File: src/rtl/tick_stopwatch.sv
// tick_stopwatch: mm:ss.t stopwatch advanced by prescaler ticks, with run/pause,
// clear, sticky overflow and a lap hold that freezes the display.

module tick_stopwatch_digit #(
  parameter logic [3:0] MAX = 4'd9
) (
  input  logic [3:0] cur,
  input  logic       inc,
  output logic [3:0] nxt,
  output logic       at_max
);
  always_comb begin
    at_max = (cur == MAX);
    nxt    = cur;
    if (inc) nxt = at_max ? 4'd0 : cur + 4'd1;
  end
endmodule

module tick_stopwatch #(
  parameter int TICKS_PER_FRAC = 1
) (
  input  logic       clk,
  input  logic       reset,
  input  logic       tick,
  input  logic       start_stop,
  input  logic       clear,
  input  logic       lap,
  output logic [3:0] frac,
  output logic [3:0] sec_ones,
  output logic [2:0] sec_tens,
  output logic [3:0] min_ones,
  output logic [2:0] min_tens,
  output logic       running,
  output logic       lap_active,
  output logic       ovf
);
  localparam int NUM_DIGITS = 5;
  // Digit order, LSD first: frac, sec_ones, sec_tens, min_ones, min_tens.
  localparam logic [NUM_DIGITS-1:0][3:0] DIG_MAX = {4'd5, 4'd9, 4'd5, 4'd9, 4'd9};
  localparam logic [3:0] DIV_LAST = 4'(TICKS_PER_FRAC - 1);

  localparam logic [1:0] IDLE  = 2'd0;
  localparam logic [1:0] RUN   = 2'd1;
  localparam logic [1:0] PAUSE = 2'd2;

  typedef struct packed {
    logic [2:0] min_tens;
    logic [3:0] min_ones;
    logic [2:0] sec_tens;
    logic [3:0] sec_ones;
    logic [3:0] frac;
  } sw_time_t;

  logic [1:0] state, state_nxt;
  logic [3:0] div, div_nxt;
  logic [NUM_DIGITS-1:0][3:0] live, live_nxt, chain_nxt;
  logic [NUM_DIGITS-1:0] inc, at_max;
  sw_time_t hold;
  logic clr_ok, tick_ok, adv, wrap;

  always_comb begin
    state_nxt = state;
    case (state)
      IDLE:    if (!clear && start_stop) state_nxt = RUN;
      RUN:     if (start_stop) state_nxt = PAUSE;
      PAUSE: begin
        if (clear)           state_nxt = IDLE;
        else if (start_stop) state_nxt = RUN;
      end
      default: state_nxt = IDLE;
    endcase
  end

  // Only the registered state gates ticks, so a tick on the edge that starts
  // the run is dropped while one on the edge that pauses it still counts.
  assign clr_ok  = clear && (state != RUN);
  assign tick_ok = tick && (state == RUN);
  assign adv     = tick_ok && (div == DIV_LAST);
  assign wrap    = adv && (&at_max);

  always_comb begin
    div_nxt = div;
    if (clr_ok)       div_nxt = 4'd0;
    else if (adv)     div_nxt = 4'd0;
    else if (tick_ok) div_nxt = div + 4'd1;
  end

  for (genvar g = 0; g < NUM_DIGITS; g++) begin : g_digit
    if (g == 0) begin : g_lsd
      assign inc[g] = adv;
    end else begin : g_upper
      assign inc[g] = adv && (&at_max[g-1:0]);
    end
    tick_stopwatch_digit #(.MAX(DIG_MAX[g])) u_digit (
      .cur    (live[g]),
      .inc    (inc[g]),
      .nxt    (chain_nxt[g]),
      .at_max (at_max[g])
    );
  end

  assign live_nxt = clr_ok ? '0 : chain_nxt;

  always_ff @(posedge clk or posedge reset) begin
    if (reset) begin
      state <= IDLE;
      div   <= 4'd0;
      live  <= '0;
      ovf   <= 1'b0;
    end else begin
      state <= state_nxt;
      div   <= div_nxt;
      live  <= live_nxt;
      if (clr_ok)    ovf <= 1'b0;
      else if (wrap) ovf <= 1'b1;
    end
  end

  // Lap capture takes the post-edge value so a coincident tick is included.
  always_ff @(posedge clk or posedge reset) begin
    if (reset) begin
      hold       <= '0;
      lap_active <= 1'b0;
    end else if (clr_ok) begin
      hold       <= '0;
      lap_active <= 1'b0;
    end else if (lap) begin
      if (!lap_active) begin
        hold.frac     <= live_nxt[0];
        hold.sec_ones <= live_nxt[1];
        hold.sec_tens <= live_nxt[2][2:0];
        hold.min_ones <= live_nxt[3];
        hold.min_tens <= live_nxt[4][2:0];
      end
      lap_active <= !lap_active;
    end
  end

  assign running  = (state == RUN);
  assign frac     = lap_active ? hold.frac     : live[0];
  assign sec_ones = lap_active ? hold.sec_ones : live[1];
  assign sec_tens = lap_active ? hold.sec_tens : live[2][2:0];
  assign min_ones = lap_active ? hold.min_ones : live[3];
  assign min_tens = lap_active ? hold.min_tens : live[4][2:0];

endmodule

File: config.mk
export PLATFORM = sky130hd
export DESIGN_NAME = tick_stopwatch
export DESIGN_NICKNAME = d
export VERILOG_FILES = /design/src/rtl/tick_stopwatch.sv
export SDC_FILE = /design/constraint.sdc
export NUM_CORES = 1
export LEC_CHECK = 0
export CORE_ASPECT_RATIO = 0.6
export CORE_MARGIN = 5
export CORE_UTILIZATION = 45
export CTS_CLUSTER_DIAMETER = 150
export DETAILED_ROUTE_END_ITERATION = 8
export GPL_ROUTABILITY_DRIVEN = 0
export PLACE_DENSITY = 0.63
export SLEW_MARGIN = 20
export SYNTH_ARGS = -nofsm -noshare
export SYNTH_HDL_FRONTEND = slang
export SYNTH_SLANG_ARGS = --single-unit
File: constraint.sdc
create_clock -name clk -period 2.3 [get_ports clk]
set_input_delay 0.345 -clock clk [delete_from_list [all_inputs] [get_ports clk]]
set_output_delay 0.345 -clock clk [all_outputs]
set_load 0.1 [all_outputs]
After elaboration in Yosys (flattened, before gate mapping)
Cells that the tools add are included.
{"block": "word_totals", "register_bits": 46, "inputBits": 6, "output_inout_bits": 21, "elab_cells": 89}
{"block": "op_classes", "n_addsub": 6, "n_eq_ne": 12, "muxes": 31, "n_reduce_logical": 24}
{"op": "4-bit two-way mux", "count": 16}
{"op": "18-bit two-way mux", "count": 3}
{"op": "4-bit by 1-bit adder with 4-bit output (second input constant)", "count": 6}
{"op": "20-bit two-way mux", "count": 1}
{"op": "4-bit equality test (second input constant)", "count": 3}
{"op": "1-bit logical AND", "count": 9}
{"op": "4-bit by 3-bit equality test with 1-bit output (second input constant)", "count": 2}
{"op": "2-bit two-way mux", "count": 4}
{"op": "2-bit nonzero test", "count": 4}
{"op": "3-bit two-way mux", "count": 2}
{"op": "2-bit one-hot mux with 3 select lines", "count": 1}
{"op": "3-bit AND reduction", "count": 2}
{"op": "5-bit AND reduction", "count": 1}
{"op": "4-bit logical NOT", "count": 1}
{"op": "1-bit two-way mux", "count": 4}
{"op": "2-bit by 1-bit != test with 1-bit output (second input constant)", "count": 2}
{"op": "2-bit != test (second input constant)", "count": 2}
{"op": "2-bit AND reduction", "count": 2}
{"op": "4-bit AND reduction", "count": 1}
{"op": "3-bit != test (second input constant)", "count": 1}
{"op": "3-bit nonzero test", "count": 1}
{"op": "2-bit by 1-bit equality test with 1-bit output (second input constant)", "count": 1}
{"op": "2-bit equality test (second input constant)", "count": 1}
{"op": "1-bit logical NOT", "count": 2}
{"op": "2-bit logical NOT", "count": 1}

Logic depth before layout (Yosys ltp)
Gate-level depths: netlist of the first run.
{"block": "depth", "ltp_word": 9, "mapped_depth": 8, "ltp_nobuf": 6}

Hierarchy
From an unflattened synthesis of the first run, not the netlist that was laid out.
{"block": "hier_totals", "hier_cells": 257, "area_unflattened_um2": 2467.4}
{"module": "tick_stopwatch", "instances": 1, "cells_per_inst": 192, "area_each_um2": 2023.2, "seq_area_each_um2": 1151.1}
{"module": "tick_stopwatch_digit (g_digit[0].u_digit ...)", "instances": 3, "cells_per_inst": 13, "area_each_um2": 91.3, "seq_area_each_um2": 0.0}
{"module": "tick_stopwatch_digit (g_digit[2].u_digit ...)", "instances": 2, "cells_per_inst": 13, "area_each_um2": 85.1, "seq_area_each_um2": 0.0}

Worst setup path before layout of the first run
Ideal clock, no wire load.
{"block": "synth_timing", "kind": "reg-to-output", "start": "reg lap_active", "end": "out frac[1]", "arrival_time_ns": 3.341, "required_time_ns": 1.955, "setup_slack_ns": -1.386, "path_stages_with_launch": 4, "n_path_buf": 2, "cell_sequence": "dfrtp_1 -> clkbuf_1 -> clkbuf_1 -> o21ai_0"}
{"block": "synth_between", "elab_chain_len": 1}
{"element": "from (decl)", "line": "34", "source": "output logic lap_active,"}
{"element": "from (signal assigned)", "line": "135", "source": "lap_active <= !lap_active;"}
{"element": "4-bit two-way mux", "line": "140", "source": "assign frac = lap_active ? hold.frac : live[0];"}
{"element": "to (decl)", "line": "28", "source": "output logic [3:0] frac,"}
Every way passes these cells.

Worst setup path in the final report of the first run
{"block": "layout_timing", "start": "reg live[1] (netlist name)", "end": "reg hold[16] (netlist name)"}
{"block": "layout_between", "elab_chain_len": 8}
{"element": "from (decl)", "line": "56", "source": "logic [NUM_DIGITS-1:0][3:0] live, live_nxt, chain_nxt;"}
{"element": "from (signal assigned)", "line": "113", "source": "live <= live_nxt;"}
{"element": "4-bit equality test", "line": "13", "source": "at_max = (cur == MAX);"}
{"element": "4-bit AND reduction", "line": "92", "source": "assign inc[g] = adv && (&at_max[g-1:0]);"}
{"element": "1-bit logical AND", "line": "92"}
{"element": "4-bit two-way mux", "line": "15", "source": "if (inc) nxt = at_max ? 4'd0 : cur + 4'd1;"}
{"element": "20-bit two-way mux", "line": "102", "source": "assign live_nxt = clr_ok ? '0 : chain_nxt;"}
{"element": "18-bit two-way mux", "line": "128", "source": "if (!lap_active) begin"}
{"element": "18-bit two-way mux", "line": "127", "source": "end else if (lap) begin"}
{"element": "18-bit two-way mux", "line": "124", "source": "end else if (clr_ok) begin"}
{"element": "to (decl)", "line": "58", "source": "sw_time_t hold;"}
Every way passes these cells. The select of a mux whose other input is x is not followed.
A chain may end at the register's enable or synchronous reset.

==> flow_summary.ini, run 1 <==
[cts]
clk-insertion-delay-late_ns = 0.30
root_buffer = clkbuf_8
cts_sinks = 46
clk_pin_slew_worst_paths_ns = 0.09
cts_buffer_depth = 2
cts_tree = built
numCtsBuffers = 5
htreeDepth = 2

[worst_setup_path]
cp-end-kind = register
start_kind = register
r2r_end = hold[16]$_DFFE_PP0P_
critPathLaunch = live[1]$_DFF_PP0_
cp.arrival_ns = 2.34
rr_worst_depth = 6
cp_max_fo = 14
critPathKind = reg2reg
rrSetupSlack_ns = 0.18
endpoint = hold[16]$_DFFE_PP0P_
cp.required_ns = 2.52
rr_startpoint = live[1]$_DFF_PP0_

[route]
first_pass_iters = 4
dr.first_iter.drc_count = 132
viasPerCell = 5.564
postRouteAntennaNets = 0
wl_per_cell_um = 15.88
num_vias = 2131
drcViolationCount = 0
routed_wl_um = 6083

[cells_and_area]
area_delta_synth_final_pct = 27.33
layout.cells.non_filler = 383
antenna_cells = 0
fill_cells = 475
fin_util_pct = 59.47
final_nets = 320
multi_input_area_um2 = 1366
seq_area_um2 = 1152
drive_gt1_share_pct = 22.44

[synth]
synth_commonest_cells = dfrtp_1, o21ai_0, a21oi_1
yosys_warnings = 0
ys_types = 45
synth_top_area_cell = dfrtp_1
synth_area_leaders = dfrtp_1, ha_1, mux2_2
async_reset_ff_share_pct = 100.0
synth_top_area_share_pct = 44.04
synth_most_common_cell = dfrtp_1
ys_seq_area_share_pct = 44.04
syn_area_per_cell_um2 = 9.609
syn_nets = 290
ys.flop_type = dfrtp_1
synthCells = 272
synthesis.area_um2 = 2614
ys_seq_elements = 46
synth_edf_count = 0

[timing]
setup_ws_ns = 0.1759
skew_ns = 0.008497
worst_pin_slew_ns = 0.6698
slew_headroom_pct = 55.28
fmax_ghz = 0.4708
min_period_ns = 2.124
holdWs_ns = 0.4589
tns_ns = 0
slew_viol_final = 0
rsz0062_at_grt = no
period_share_pct = 92.35
setup_violations = 0
hold_viol_final = 0

[placement]
place_ws_ns = 0.1121
dpl.hpwl_um = 4345
io_buffers = 26
dpl.cell_count = 373

[die]
rows = 21
coreArea_um2 = 5597
boundaryPins = 27
die_w_um = 108.4
start_util_pct = 46.70
dieArea_um2 = 7483
dieHeight_um = 69.04

[grt]
overflow = 0
grt_pass1_wl_um = 10300
grt_antenna_before_repair = 0
grt_pass1_vias = 1956
grt_usage_pct = 17.21
grt_max_degree = 33

[flow_run]
cap_violations = 0

[power]
p_leak_nw = 1.463
p_per_area_nw_per_um2 = 579.4
peakVddDrop_v = 0.0004475

[status]
status = finished clean

[worst_hold_path]
worstHoldPathType = in2async
[report_power, final]
part / total (mW) / switching, mW / internal, mW
clock: 0.587 / 0.283 / 0.304
combinational: 0.447 / 0.293 / 0.153
sequential: 0.895 / 0.0484 / 0.846
total: 1.93 / 0.624 / 1.30
[cell type report]
type | instances | share of cell area [%]
Multi-Input combinational cell | 197 | 41.05
Sequential cell | 46 | 34.62
Timing Repair Buffer | 41 | 16.77
Clock buffer | 8 | 3.308
Tap cell | 80 | 3.008
Inverter | 11 | 1.241
[kinds of logic (layout without fill, tap and decap cells)]
kind of cell | count (synthesis) | count (layout) | share of synthesized area (%)
muxes | 18 | 18 | 7.563
adders and majority gates | 12 | 12 | 5.744
and+or+nand+nor | 87 | 87 | 19.82
buffers and inverters | 29 | 60 | 4.404
xor gates and xnor gates | 1 | 1 | 0.3351
DFF | 46 | 46 | 44.04
AOI/OAI and AO/OA | 79 | 79 | 18.10
[layer usage]
layer	track usage, %	vias to the layer above	share of wire (%)
li1	-	1065	-
met1	29.29	1009	55
met2	21.69	55	40
met3	3.451	2	5.0
met4	3.361	0	0.39
met5	0	-	0
[stage by stage]
step                area (um2)  total power, mW
global placement          3203            1.358
floorplan                 2634            1.198
detailed placement        3203            1.360
CTS                       3313            1.941
global route              3328            2.014
finish                    3328            1.928
[worst min path at each step]
stage	startpoint	to	slack, ns	cells past startpoint
global route	reset	hold[11]$_DFFE_PP0P_	0.51	2
global placement	ovf$_DFFE_PP0P_	ovf$_DFFE_PP0P_	0.49	2
CTS	reset	live[15]$_DFF_PP0_	0.49	2
detailed placement	hold[14]$_DFFE_PP0P_	hold[14]$_DFFE_PP0P_	0.49	2
finish	reset	hold[11]$_DFFE_PP0P_	0.46	2
floorplan	start_stop	state[0]$_DFFE_PP0P_	0.45	1
[cells in the final DEF, fill, tap and decap left out, types with 9 or more instances in the layout]
cell / instances
nand3_1: 15
a21oi_1: 21
buf_12: 19
a31oi_1: 9
buf_4: 17
nand2_1: 11
mux2_2: 13
dfrtp_1: 45
nor2_1: 20
inv_1: 10
o21ai_0: 23
ha_1: 12
[state kept, by name (all words and copies together) (netlist names)]
signal	cells
hold	18
state	2
live	20
ovf	1
lap_active	1
div	4
[critical path, stage by stage (launching register included)]
cell and delay, ns:
dfrtp_1 0.42, inv_1 0.10, ha_1 0.14, and3b_1 0.37, nand4_4 0.24, or4_1 0.59, a31oi_1 0.19
[timing repair]
| action | 4_1_cts | 5_1_grt |
|---|---|---|
| setup endpoints to repair | 0 | 2 |
| buffers inserted | 0 | 2 |
| hold buffers | 0 | 0 |
| resized for setup | 0 | 0 |
| endpoints found under the hold margin | 0 | 0 |
No activity file was read; power rests on OpenSTA's default activity.
==> run 2, diff against run 1 <==
Settings changed: ABC_AREA set to 1, CAP_MARGIN set to 10, PLACE_DENSITY 0.63 to 0.62.
==> run 2 against run 1 <==
  * Sequential share of layout area shrank 1.0 points
  * Synthesized cell count grew 33%
  * Flip-flop and latch count is the same
  * Routed wire length grew 4.8%
  * Area after synthesis grew 2.4%
  * Combinational power grew 6.7%
  * Final area grew 3.1%
  * Worst setup slack gained 0.31 ns
  * Register-to-register slack gained 0.31 ns
  * Non-clock buffer count shrank 8
  * Critical path type unchanged
==> flow_summary.ini, run 2 <==
[route]
num_vias = 2308
wl_met1_um = 3574
wl_met3_um = 305
dr.first_iter.drc_count = 211
postRouteAntennaNets = 0
viasPerCell = 4.890
routed_wl_um = 6374
drcViolationCount = 0
first_pass_iters = 4
wl_per_cell_um = 13.50
routed-wl-met2_um = 2426
highest_layer = met4

[synth]
synthCells = 361
synthesis.area_um2 = 2676
ys_types = 32
yosys_warnings = 0
ys.flop_type = dfrtp_1
syn_area_per_cell_um2 = 7.414
ys_seq_area_share_pct = 43.01
ys_seq_elements = 46
synth_top_area_cell = dfrtp_1
synth_commonest_cells = nand2_1, dfrtp_1, inv_1
synth_edf_count = 0
synth_most_common_cell = nand2_1
async_reset_ff_share_pct = 100.0
syn_nets = 379
synth_top_area_share_pct = 43.01
synth_area_leaders = dfrtp_1, nand2_1, ha_1

[worst_setup_path]
cp.required_ns = 2.47
cp.arrival_ns = 1.98
cp-end-kind = register
rr_worst_depth = 9
cp_cell_sequence = inv_1, ha_1, nand2_1, nor2_1, nand2_2, nor2_1, nand2_1, nand3_1, o21ai_1
cpMaxStageDelayCell = dfrtp_1
worst_path_largest_cell_delay_ns = 0.41
cp_max_fo = 5
critPathKind = reg2reg
start_kind = register

[timing]
period_share_pct = 78.78
slew_viol_final = 0
worst_pin_slew_ns = 0.7335
setup_violations = 0
hold_viol_final = 0
fmax_ghz = 0.5519
skew_ns = 0.004852
slew_headroom_pct = 51.05
setup_ws_ns = 0.4880
min_period_ns = 1.812
holdWs_ns = 0.3917
rsz0062_at_grt = no

[die]
dieArea_um2 = 7640
boundaryPins = 27
dieHeight_um = 69.74
start_util_pct = 47.16
coreArea_um2 = 5675
die_w_um = 109.6
rows = 21

[cts]
hold_buffers = 0
cts_sinks = 46
htreeDepth = 2
clk-insertion-delay-late_ns = 0.30
cts_buffer_depth = 2
cts_tree = built
numCtsBuffers = 5
root_buffer = clkbuf_8
clk_pin_slew_worst_paths_ns = 0.09
cts_resized = 0
cts_setup_buffers = 0

[grt]
overflow = 0
grt_max_degree = 47
grt_usage_pct = 18.66
grt_antenna_before_repair = 0
grt_pass1_wl_um = 11230
grt_pass1_vias = 2257

[cells_and_area]
reg_top3 = live x20, hold x18, div x4
fill_cells = 515
layout.cells.non_filler = 472
largest_reg_flops = 20
final_nets = 409
area_delta_synth_final_pct = 28.24
drive_gt1_share_pct = 20.41
layout_commonest_cell = nand2_1
antenna_cells = 0
final_cell_mix = nand2_1, dfrtp_1, inv_1
top_register = live

[placement]
place_ws_ns = 0.3149
io_buffers = 26
dpl.cell_count = 464
dpl.hpwl_um = 4702

[flow_run]
cap_violations = 0

[worst_hold_path]
worstHoldPathType = in2async

[power]
peakVddDrop_v = 0.0004044
p_per_area_nw_per_um2 = 542.5
p_leak_nw = 1.709

[status]
status = finished clean
[run 2: changes by cell type after synthesis, sizes merged, moves of 6 or more]
cell	previous run	this run
mux2	14	0
and3b	6	0
inv	11	39
a21oi	21	5
nor2	20	36
nand2	11	135
o31ai	8	2
nand3	15	26
a31oi	9	1
clkbuf	10	4
nand4	3	9
[run 2: kinds of logic (layout without fill, tap and decap cells)]
kind of cell | count (synthesis) | after routing | share of synthesized area, %
adder cells (fa/ha/maj) | 12 | 12 | 5.610
AO/OA/AOI/OAI | 37 | 37 | 7.574
buffers and inverters | 49 | 80 | 7.433
AND/OR/NAND/NOR | 214 | 214 | 35.39
flip-flops | 46 | 46 | 43.01
XOR/XNOR | 3 | 3 | 0.9819
[run 2: final cells by class]
cell class / instances / area, um2 / share of cell area (%)
timing repair buffer: 33 / 510.5 / 14.87
clock buffer: 7 / 86.33 / 2.515
clock inverter: 1 / 5.005 / 0.1458
multi-input combinational: 266 / 1431 / 41.71
sequential: 46 / 1152 / 33.58
inverter: 39 / 146.4 / 4.265
tap: 80 / 100.1 / 2.917
[run 2: worst paths after layout]
| check | slack, ns | end | startpoint |
|---|---|---|---|
| worst min register to register | 0.49 | hold[6]$_DFFE_PP0P_ | hold[6]$_DFFE_PP0P_ |
| max in group asynchronous | 1.68 | lap_active$_DFFE_PP0P_ | reset |
| worst max register to register | 0.49 | hold[5]$_DFFE_PP0P_ | div[0]$_DFFE_PP0P_ |
| worst max-delay path | 0.49 | hold[5]$_DFFE_PP0P_ | div[0]$_DFFE_PP0P_ |
| worst min-delay path | 0.39 | live[9]$_DFF_PP0_ | reset |
| min in group clk | 0.49 | hold[6]$_DFFE_PP0P_ | hold[6]$_DFFE_PP0P_ |
[run 2: per-layer routing]
layer  vias to the layer above  GRT usage [%]
li1                       1207              -
met1                      1051          30.09
met2                        42          24.88
met3                         8          3.349
met4                         0          4.979
met5                         -              0
[run 2: where the power goes]
part	internal (mW)	total, mW	switching [mW]	leakage (nW)
clock network	0.243	0.529	0.286	0.0482
logic	0.132	0.477	0.345	1.03
registers	0.834	0.856	0.0220	0.635
total	1.21	1.86	0.653	1.71
[run 2: critical path: cells and delay by family (launching register included)]
family,cells,cell delay (ns)
AOI/OAI and AO/OA,1,0.06
DFF,1,0.41
adders and majority gates,1,0.20
and+or+nand+nor,6,0.90
buffers and inverters,1,0.10
[run 2: per-stage QoR]
step | setup TNS (ns) | area [um2] | total power [mW] | util (%)
finish | 0 | 3432 | 1.862 | 60.47
global route | 0 | 3432 | 1.955 | 60.47
CTS | 0 | 3432 | 1.875 | 60.47
detailed placement | 0 | 3341 | 1.351 | 58.86
global placement | 0 | 3341 | 1.348 | 58.86
floorplan | -1.410 | 2784 | 1.200 | -
